### config.mk
export PLATFORM = sky130hd
export DESIGN_NAME = serial_comparator
export DESIGN_NICKNAME = d
export VERILOG_FILES = /design/src/rtl/cmp_pkg.sv /design/src/rtl/serial_comparator.sv
export SDC_FILE = /design/constraint.sdc
export NUM_CORES = 1
export LEC_CHECK = 0
export CAP_MARGIN = 20
export CORE_MARGIN = 2
export CORE_UTILIZATION = 55
export DETAILED_ROUTE_END_ITERATION = 7
export GPL_ROUTABILITY_DRIVEN = 0
export PLACE_DENSITY = 0.91
export SETUP_SLACK_MARGIN = 0.5
export SYNTH_ARGS = -nofsm -noshare
export SYNTH_HDL_FRONTEND = slang
export SYNTH_SLANG_ARGS = --single-unit
### constraint.sdc
create_clock -name clk -period 5.7 [get_ports clk]
set_clock_uncertainty 0.05 [all_clocks]
set_input_delay 0.57 -clock clk [delete_from_list [all_inputs] [get_ports clk]]
set_output_delay 0.57 -clock clk [all_outputs]
set_load 0.01 [all_outputs]
### src/rtl/cmp_pkg.sv
// Shared types for the bit-serial magnitude comparator: FSM states and the
// pending-result encoding carried while scanning.
package cmp_pkg;

  typedef enum logic [1:0] {
    IDLE   = 2'd0,
    SCAN   = 2'd1,
    FINISH = 2'd2
  } state_e;

  typedef enum logic [1:0] {
    EQ = 2'd0,
    GT = 2'd1,
    LT = 2'd2
  } res_e;

endpackage

### src/rtl/serial_comparator.sv
// Bit-serial, MSB-first magnitude comparator with optional early exit and
// signed/unsigned operand interpretation. Result flags are one-hot and sticky.
module serial_comparator
  import cmp_pkg::*;
#(
  parameter int unsigned WIDTH      = 8,
  parameter bit          EARLY_EXIT = 1'b1
) (
  input  logic             clk,
  input  logic             rst_n,
  input  logic             start,
  input  logic             signed_mode,
  input  logic [WIDTH-1:0] a,
  input  logic [WIDTH-1:0] b,
  output logic             busy,
  output logic             done,
  output logic             a_greater,
  output logic             a_equal,
  output logic             a_less
);

  localparam int unsigned IW = $clog2(WIDTH);
  localparam logic [IW-1:0] IDX_TOP = IW'(WIDTH - 1);

  state_e           state_q, state_d;
  logic [WIDTH-1:0] a_q, a_d, b_q, b_d;
  logic             signed_q, signed_d;
  logic [IW-1:0]    idx_q, idx_d;
  res_e             res_q, res_d;
  logic             busy_q, busy_d;
  logic             done_q, done_d;
  logic             gt_q, gt_d, eq_q, eq_d, lt_q, lt_d;

  logic             diff_c;
  res_e             bit_res_c;
  res_e             res_now_c;
  logic             decide_c;

  // Per-bit decision: the first differing bit fixes the result; later bits are ignored.
  always_comb begin
    diff_c = a_q[idx_q] ^ b_q[idx_q];
    if (signed_q && (idx_q == IDX_TOP)) begin
      bit_res_c = a_q[idx_q] ? LT : GT;
    end else begin
      bit_res_c = a_q[idx_q] ? GT : LT;
    end
    res_now_c = ((res_q == EQ) && diff_c) ? bit_res_c : res_q;
    decide_c  = (idx_q == '0) || (EARLY_EXIT && diff_c);
  end

  // Next-state and registered-output logic.
  always_comb begin
    state_d  = state_q;
    a_d      = a_q;
    b_d      = b_q;
    signed_d = signed_q;
    idx_d    = idx_q;
    res_d    = res_q;
    busy_d   = busy_q;
    done_d   = 1'b0;
    gt_d     = gt_q;
    eq_d     = eq_q;
    lt_d     = lt_q;

    unique case (state_q)
      IDLE: begin
        if (start) begin
          a_d      = a;
          b_d      = b;
          signed_d = signed_mode;
          idx_d    = IDX_TOP;
          res_d    = EQ;
          busy_d   = 1'b1;
          state_d  = SCAN;
        end
      end
      SCAN: begin
        res_d = res_now_c;
        if (decide_c) begin
          gt_d    = (res_now_c == GT);
          eq_d    = (res_now_c == EQ);
          lt_d    = (res_now_c == LT);
          state_d = FINISH;
        end else begin
          idx_d = idx_q - IW'(1);
        end
      end
      // Outputs are registered, so done rises on the edge that leaves FINISH.
      FINISH: begin
        busy_d  = 1'b0;
        done_d  = 1'b1;
        state_d = IDLE;
      end
      default: state_d = IDLE;
    endcase
  end

  always_ff @(posedge clk or negedge rst_n) begin
    if (!rst_n) begin
      state_q  <= IDLE;
      a_q      <= '0;
      b_q      <= '0;
      signed_q <= 1'b0;
      idx_q    <= IDX_TOP;
      res_q    <= EQ;
      busy_q   <= 1'b0;
      done_q   <= 1'b0;
      gt_q     <= 1'b0;
      eq_q     <= 1'b0;
      lt_q     <= 1'b0;
    end else begin
      state_q  <= state_d;
      a_q      <= a_d;
      b_q      <= b_d;
      signed_q <= signed_d;
      idx_q    <= idx_d;
      res_q    <= res_d;
      busy_q   <= busy_d;
      done_q   <= done_d;
      gt_q     <= gt_d;
      eq_q     <= eq_d;
      lt_q     <= lt_d;
    end
  end

  assign busy      = busy_q;
  assign done      = done_q;
  assign a_greater = gt_q;
  assign a_equal   = eq_q;
  assign a_less    = lt_q;

endmodule

Yosys cells after proc, flatten, opt, wreduce, memory -nomap -nowiden
Index checks and enable logic that the tools add are counted.
{"block": "classes", "add_sub_neg": 1, "multipliers": 0, "div_mod_pow": 0, "order_cmp": 1, "n_eq_ne": 8, "shift": 0, "muxes": 19, "n_bitwise": 1, "reduce_logical": 15}
{"cell": "2-bit 2-to-1 mux", "count": 7}
{"cell": "2-bit AND reduction", "count": 5}
{"cell": "2-bit one-hot mux with 2 select lines", "count": 2}
{"cell": "1-bit binary-select mux with 3-bit select", "count": 2}
{"cell": "2-bit logical NOT", "count": 3}
{"cell": "3-bit 2-to-1 mux", "count": 2}
{"cell": "2-bit inequality test, second input constant", "count": 3}
{"cell": "3-bit one-hot mux with 2 select lines", "count": 1}
{"cell": "2-bit by 1-bit equality test with 1-bit output, second input constant", "count": 2}
{"cell": "2-bit equality test, second input constant", "count": 2}
{"cell": "3-bit by 4-bit less-than comparator with 1-bit output, second input constant", "count": 1}
{"cell": "1-bit 2-to-1 mux", "count": 4}
{"cell": "2-bit nonzero test", "count": 2}
{"cell": "3-bit equality test, second input constant", "count": 1}
{"cell": "3-bit logical NOT", "count": 1}
{"cell": "3-bit AND reduction", "count": 1}
{"cell": "3-bit by 1-bit subtractor with 3-bit output, second input constant", "count": 1}
{"cell": "1-bit logical AND", "count": 2}
{"cell": "1-bit one-hot mux with 2 select lines", "count": 1}
{"cell": "1-bit logical OR", "count": 1}
{"cell": "1-bit XOR", "count": 1}
{"block": "word_totals", "register_bits": 29, "latch_bits": 0, "ramBits": 0, "mem_bits_ro": 0, "output_inout_bits": 5, "wordCells": 56, "n_memories": 0}

Longest topological paths before layout
{"block": "depth", "depth_word": 6, "ltp_mapped": 8}

Least setup slack after synthesis
No wires, ideal clock.
{"block": "synth_timing", "path_type": "register to register", "startpoint": "register idx_q[1]", "endpoint": "register idx_q[2]", "setup_time_ns": 0.073, "arrival_ns": 2.009, "required_time_ns": 5.577, "slack_ns": 3.568, "stages_incl_launch_ff": 7, "synth_period_minus_slack_ns": 2.132, "cell_sequence": "dfstp_2 -> buf_2 -> mux4_2 -> mux2i_4 -> xor2_2 -> or3_1 -> a21oi_1"}
{"block": "synth_via", "elab_chain_cells": 6}
{"element": "from (decl)", "line_no": "serial_comparator.sv:28", "text": "logic [IW-1:0] idx_q, idx_d;"}
{"element": "from (signal assigned)", "line_no": "serial_comparator.sv:116", "text": "idx_q <= idx_d;"}
{"element": "1-bit binary-select mux with 3-bit select", "line_no": "serial_comparator.sv:41", "text": "diff_c = a_q[idx_q] ^ b_q[idx_q];"}
{"element": "1-bit 2-to-1 mux (implied by the code)", "line_no": "serial_comparator.sv:41"}
{"element": "1-bit XOR", "line_no": "serial_comparator.sv:41"}
{"element": "1-bit logical OR", "line_no": "serial_comparator.sv:48", "text": "decide_c = (idx_q == '0) || (EARLY_EXIT && diff_c);"}
{"element": "2-bit inequality test (no line)"}
{"element": "3-bit AND reduction (no line)"}
Parallel ways exist; a longest one is shown, timed or not. The select of a mux whose other input is x is not followed.
A chain may end at the register's enable or synchronous reset.

Worst setup path in the final report
{"block": "layout_timing", "startpoint": "register idx_q[0]", "endpoint": "register gt_q (netlist: a_greater)"}
{"block": "layout_via", "elab_chain_cells": 6}
{"element": "1-bit binary-select mux with 3-bit select (on tied branches)", "line_no": "serial_comparator.sv:41, serial_comparator.sv:43, serial_comparator.sv:45"}
{"element": "1-bit 2-to-1 mux (on tied branches)", "line_no": "serial_comparator.sv:41, serial_comparator.sv:43, serial_comparator.sv:45"}
{"element": "2-bit 2-to-1 mux (tied with other cells)", "line_no": "serial_comparator.sv:45", "text": "bit_res_c = a_q[idx_q] ? GT : LT;"}
{"element": "2-bit 2-to-1 mux or 1-bit logical AND (tied branches)", "line_no": "serial_comparator.sv:42, serial_comparator.sv:47"}
{"element": "2-bit 2-to-1 mux", "line_no": "serial_comparator.sv:47", "text": "res_now_c = ((res_q == EQ) && diff_c) ? bit_res_c : res_q;"}
{"element": "2-bit by 1-bit equality test with 1-bit output", "line_no": "serial_comparator.sv:80", "text": "gt_d = (res_now_c == GT);"}
{"element": "to (signal assigned)", "line_no": "serial_comparator.sv:120", "text": "gt_q <= gt_d;"}
{"element": "to (decl)", "line_no": "serial_comparator.sv:32", "text": "logic gt_q, gt_d, eq_q, eq_d, lt_q, lt_d;"}
Parallel ways exist; a longest one is shown, timed or not. The select of a mux whose other input is x is not followed.

==> summary.txt <==
Logic synthesis
  • Cell area after synthesis: 1380 sq um
  • Mux contribution to synthesized area: 25.1%
  • Synth area leader: dfrtp_1
  • Top-count cell post-synth: dfrtp_1
  • Synth Area in Adders: 2.71%
  • Syn_area_per_cell: 12.9 sq um
  • Asr flop ratio synth: between 90% and 100%
  • Post-synth top flop: dfrtp_1
  • Simple-gate share of the synthesized area: 7.50%
  • FF+latch count, synth: 29
  • Post-synthesis xor/xnor area fraction: 2.44%
  • Synth warnings: 0
  • Yosys cell types: 31
  • Post-synth EDFFs: 0
  • Post-synth top area share: between 40% and 50%
  • Largest cells by area after synthesis: dfrtp_1 (47%), mux2_2 (14%), mux4_2 (6.5%)
  • Synth Instances: 107
  • Compound-Gate Fraction of Synth Area: 6.69%
  • Largest family of logic cells by synthesized area: multiplexers
  • Sequential share of the synthesized area: between 50% and 60%
  • Post-synth top cells: dfrtp_1 (26), mux2_2 (17), a21oi_1 (8), inv_1 (6), nor2_1 (6)
  • Syn Nets: 130

Floorplanning
  • DIE HEIGHT: 54.2 microns
  • Core Area: approximately 2400 sq um
  • Die ar.: roughly 2900 sq um
  • Cell row count: 18
  • DIE WIDTH: 54.2 microns
  • Starting Density: 56.9%
  • IO Pins: 25

Timing
  • Actual slew at the worst max-slew pin: 0.373 ns
  • Slew Limit Fails: 0
  • Tcrit/Tclk final: about two fifths
  • TNS Setup: 0 ns
  • Fin Hold WS: 0.455 ns
  • Max Fclk: 0.438 GHz
  • Rel. slew slack: between 70% and 80%
  • RSZ-0062 raised after global routing: no
  • Final Hold Viols: 0
  • Min cycle time layout: 2.28 ns
  • # setup viols final: 0
  • Worst setup margin: between 3 and 4 ns

Placement
  • Placed Cells: 159
  • HPWL Detailed: 1.92 mm
  • Dpl ws: ~3.4 ns
  • IO Port Bufs: 24

Clock network
  • Sink Count: 29
  • Post-CTS setup buffer count: 0
  • CTS Hold Bufs: 0
  • Clock slew at reported path FFs: approximately 0.090 ns
  • Root buffer cell: clkbuf_4
  • Total CTS buffers: 5
  • CTS tree: done
  • Clock latency on the worst-skew pair: 0.33 ns
  • Resized cells post-CTS: 0
  • CTS max path bufs: 2
  • CTS HTree Levels: 2

Pwr
  • Max rail drop VDD: 0.000307 V
  • P_leak: 0.724 nW
  • PD cells: 561 nW/um^2

Finish
  • Fin cells: 167
  • Final net count: between 150 and 200
  • Diodes inserted: 0
  • Ratio of cells with drive above 1 in the final layout: around a quarter
  • Area growth, synth to finish: 23.9%
  • Fillers: 179

Routing
  • Drt first pass iters: 4
  • Drt total wl: 2.61 mm
  • Number of DRC markers in iteration 0: 9
  • Vias per cell: between 5 and 6
  • Post-route ant nets: 0
  • Vias: slightly above 900
  • Routed wire per std cell: between 15 and 20 microns
  • Drt drc: 0

Global routing
  • First-pass GRT wire length: around 4.3 mm
  • Number of global-route vias before repair: 994
  • Largest net degree at the start of global routing: 30
  • Grt total ovfl: 0
  • Total global-route track usage: 21.7%
  • Initial antenna violation count: 0

Setup path
  • Crit path DAT: 2.44 ns
  • FF-to-FF setup slack: 3.42 ns
  • FF-to-FF Start: idx_q[0]
  • WS Path Type: register to register
  • Critical Path Sink Type: register
  • R2R depth: 5
  • CP max FO: 7
  • Reg-to-Reg End: a_greater
  • WP data required: between 5 and 6 ns
  • Startpoint Class: register

Min path
  • Hold Path Origin: a_q[7]
  • Min-Delay Path Depth: 1
  • Min-delay worst type: register to register
  • Endpoint, Worst Hold: a_q[7]

Outcome
  • Status: finished, final reports clean

Run
  • Max_cap viols: 0
## cell usage in the layout, fill, tap and decap left out
master / count
and3_1: 1
inv_1: 6
o22ai_1: 3
o21ai_0: 1
o21ai_1: 1
mux2_2: 17
xnor2_1: 1
a21o_1: 1
xor2_1: 1
dfrtp_1: 26
mux2i_1: 3
ha_1: 3
clkbuf_1: 3
a211oi_1: 1
nand2b_1: 2
nand3_1: 3
dfstp_2: 3
xor2_2: 1
mux2i_4: 1
or4_1: 1
or2_1: 1
a21oi_1: 8
a2bb2oi_1: 1
clkbuf_4: 5
nor3b_2: 1
buf_4: 2
nor2b_1: 1
mux4_2: 4
clkdlybuf4s50_1: 24
nor2_1: 6
nand2_1: 2
mux2i_2: 1
or3_1: 2
## per-stage QoR
step | area [sq um] | util (%) | power, mW
2_1_floorplan | 1380 | - | 0.717
3_3_place_gp | 1670 | 68.5 | 0.808
3_5_place_dp | 1670 | 68.5 | 0.848
4_1_cts | 1710 | 70.5 | 0.966
5_1_grt | 1710 | 70.5 | 1.03
6_report | 1710 | 70.5 | 0.962
## state kept, by name (all words and copies together), names as in the netlist
name / flops
a_less: 1
a_q: 8
b_q: 8
res_q: 2
done: 1
idx_q: 3
a_greater: 1
a_equal: 1
busy: 1
signed_q: 1
state_q: 2
## per-layer routing
layer,global-route usage [%],share of wire (%)
met1,23.9,40
met5,0,0
met3,8.33,5.9
met2,37.8,53
met4,7.50,1.0
## cells by family after synthesis
logic type	Yosys count
buffers and inverters	10
multiplexers	26
XOR/XNOR	3
AO/OA/AOI/OAI	16
flip-flops	29
AND/OR/NAND/NOR	20
adder cells (fa/ha/maj)	3
## how the worst max path moves through the flow
stage | startpoint | end | slack (ns) | depth (start not counted)
2_1_floorplan | idx_q[1] | idx_q[2] | 3.57 | 6
3_3_place_gp | idx_q[0] | a_greater | 3.54 | 5
3_5_place_dp | idx_q[0] | a_greater | 3.43 | 5
4_1_cts | idx_q[0] | a_greater | 3.41 | 5
5_1_grt | idx_q[0] | a_greater | 3.32 | 5
6_report | idx_q[0] | a_greater | 3.42 | 5
## cell type report
class	instances	area (sq um)	area share (%)
flip-flops and latches	29	729	42.6
multi-input cells	68	621	36.2
repair buffers	26	255	14.9
clock buffers	8	48.8	2.85
well taps	30	37.5	2.19
inverters	6	22.5	1.31
## critical path, cell delays in order, from the launching register on
cell	delay [ns]
dfstp_2	0.60
mux4_2	0.55
mux2i_2	0.27
xor2_2	0.36
mux2i_1	0.26
a2bb2oi_1	0.09
## where the power goes
| group | total, mW | internal, mW | leakage, nW | switching [mW] |
|---|---|---|---|---|
| Clock | 0.116 | 0.0491 | 0.0265 | 0.0668 |
| Sequential | 0.369 | 0.304 | 0.345 | 0.0650 |
| Combinational | 0.477 | 0.250 | 0.353 | 0.227 |
| Total | 0.962 | 0.603 | 0.724 | 0.359 |
Note: power is estimated with default switching activity, not from simulation.
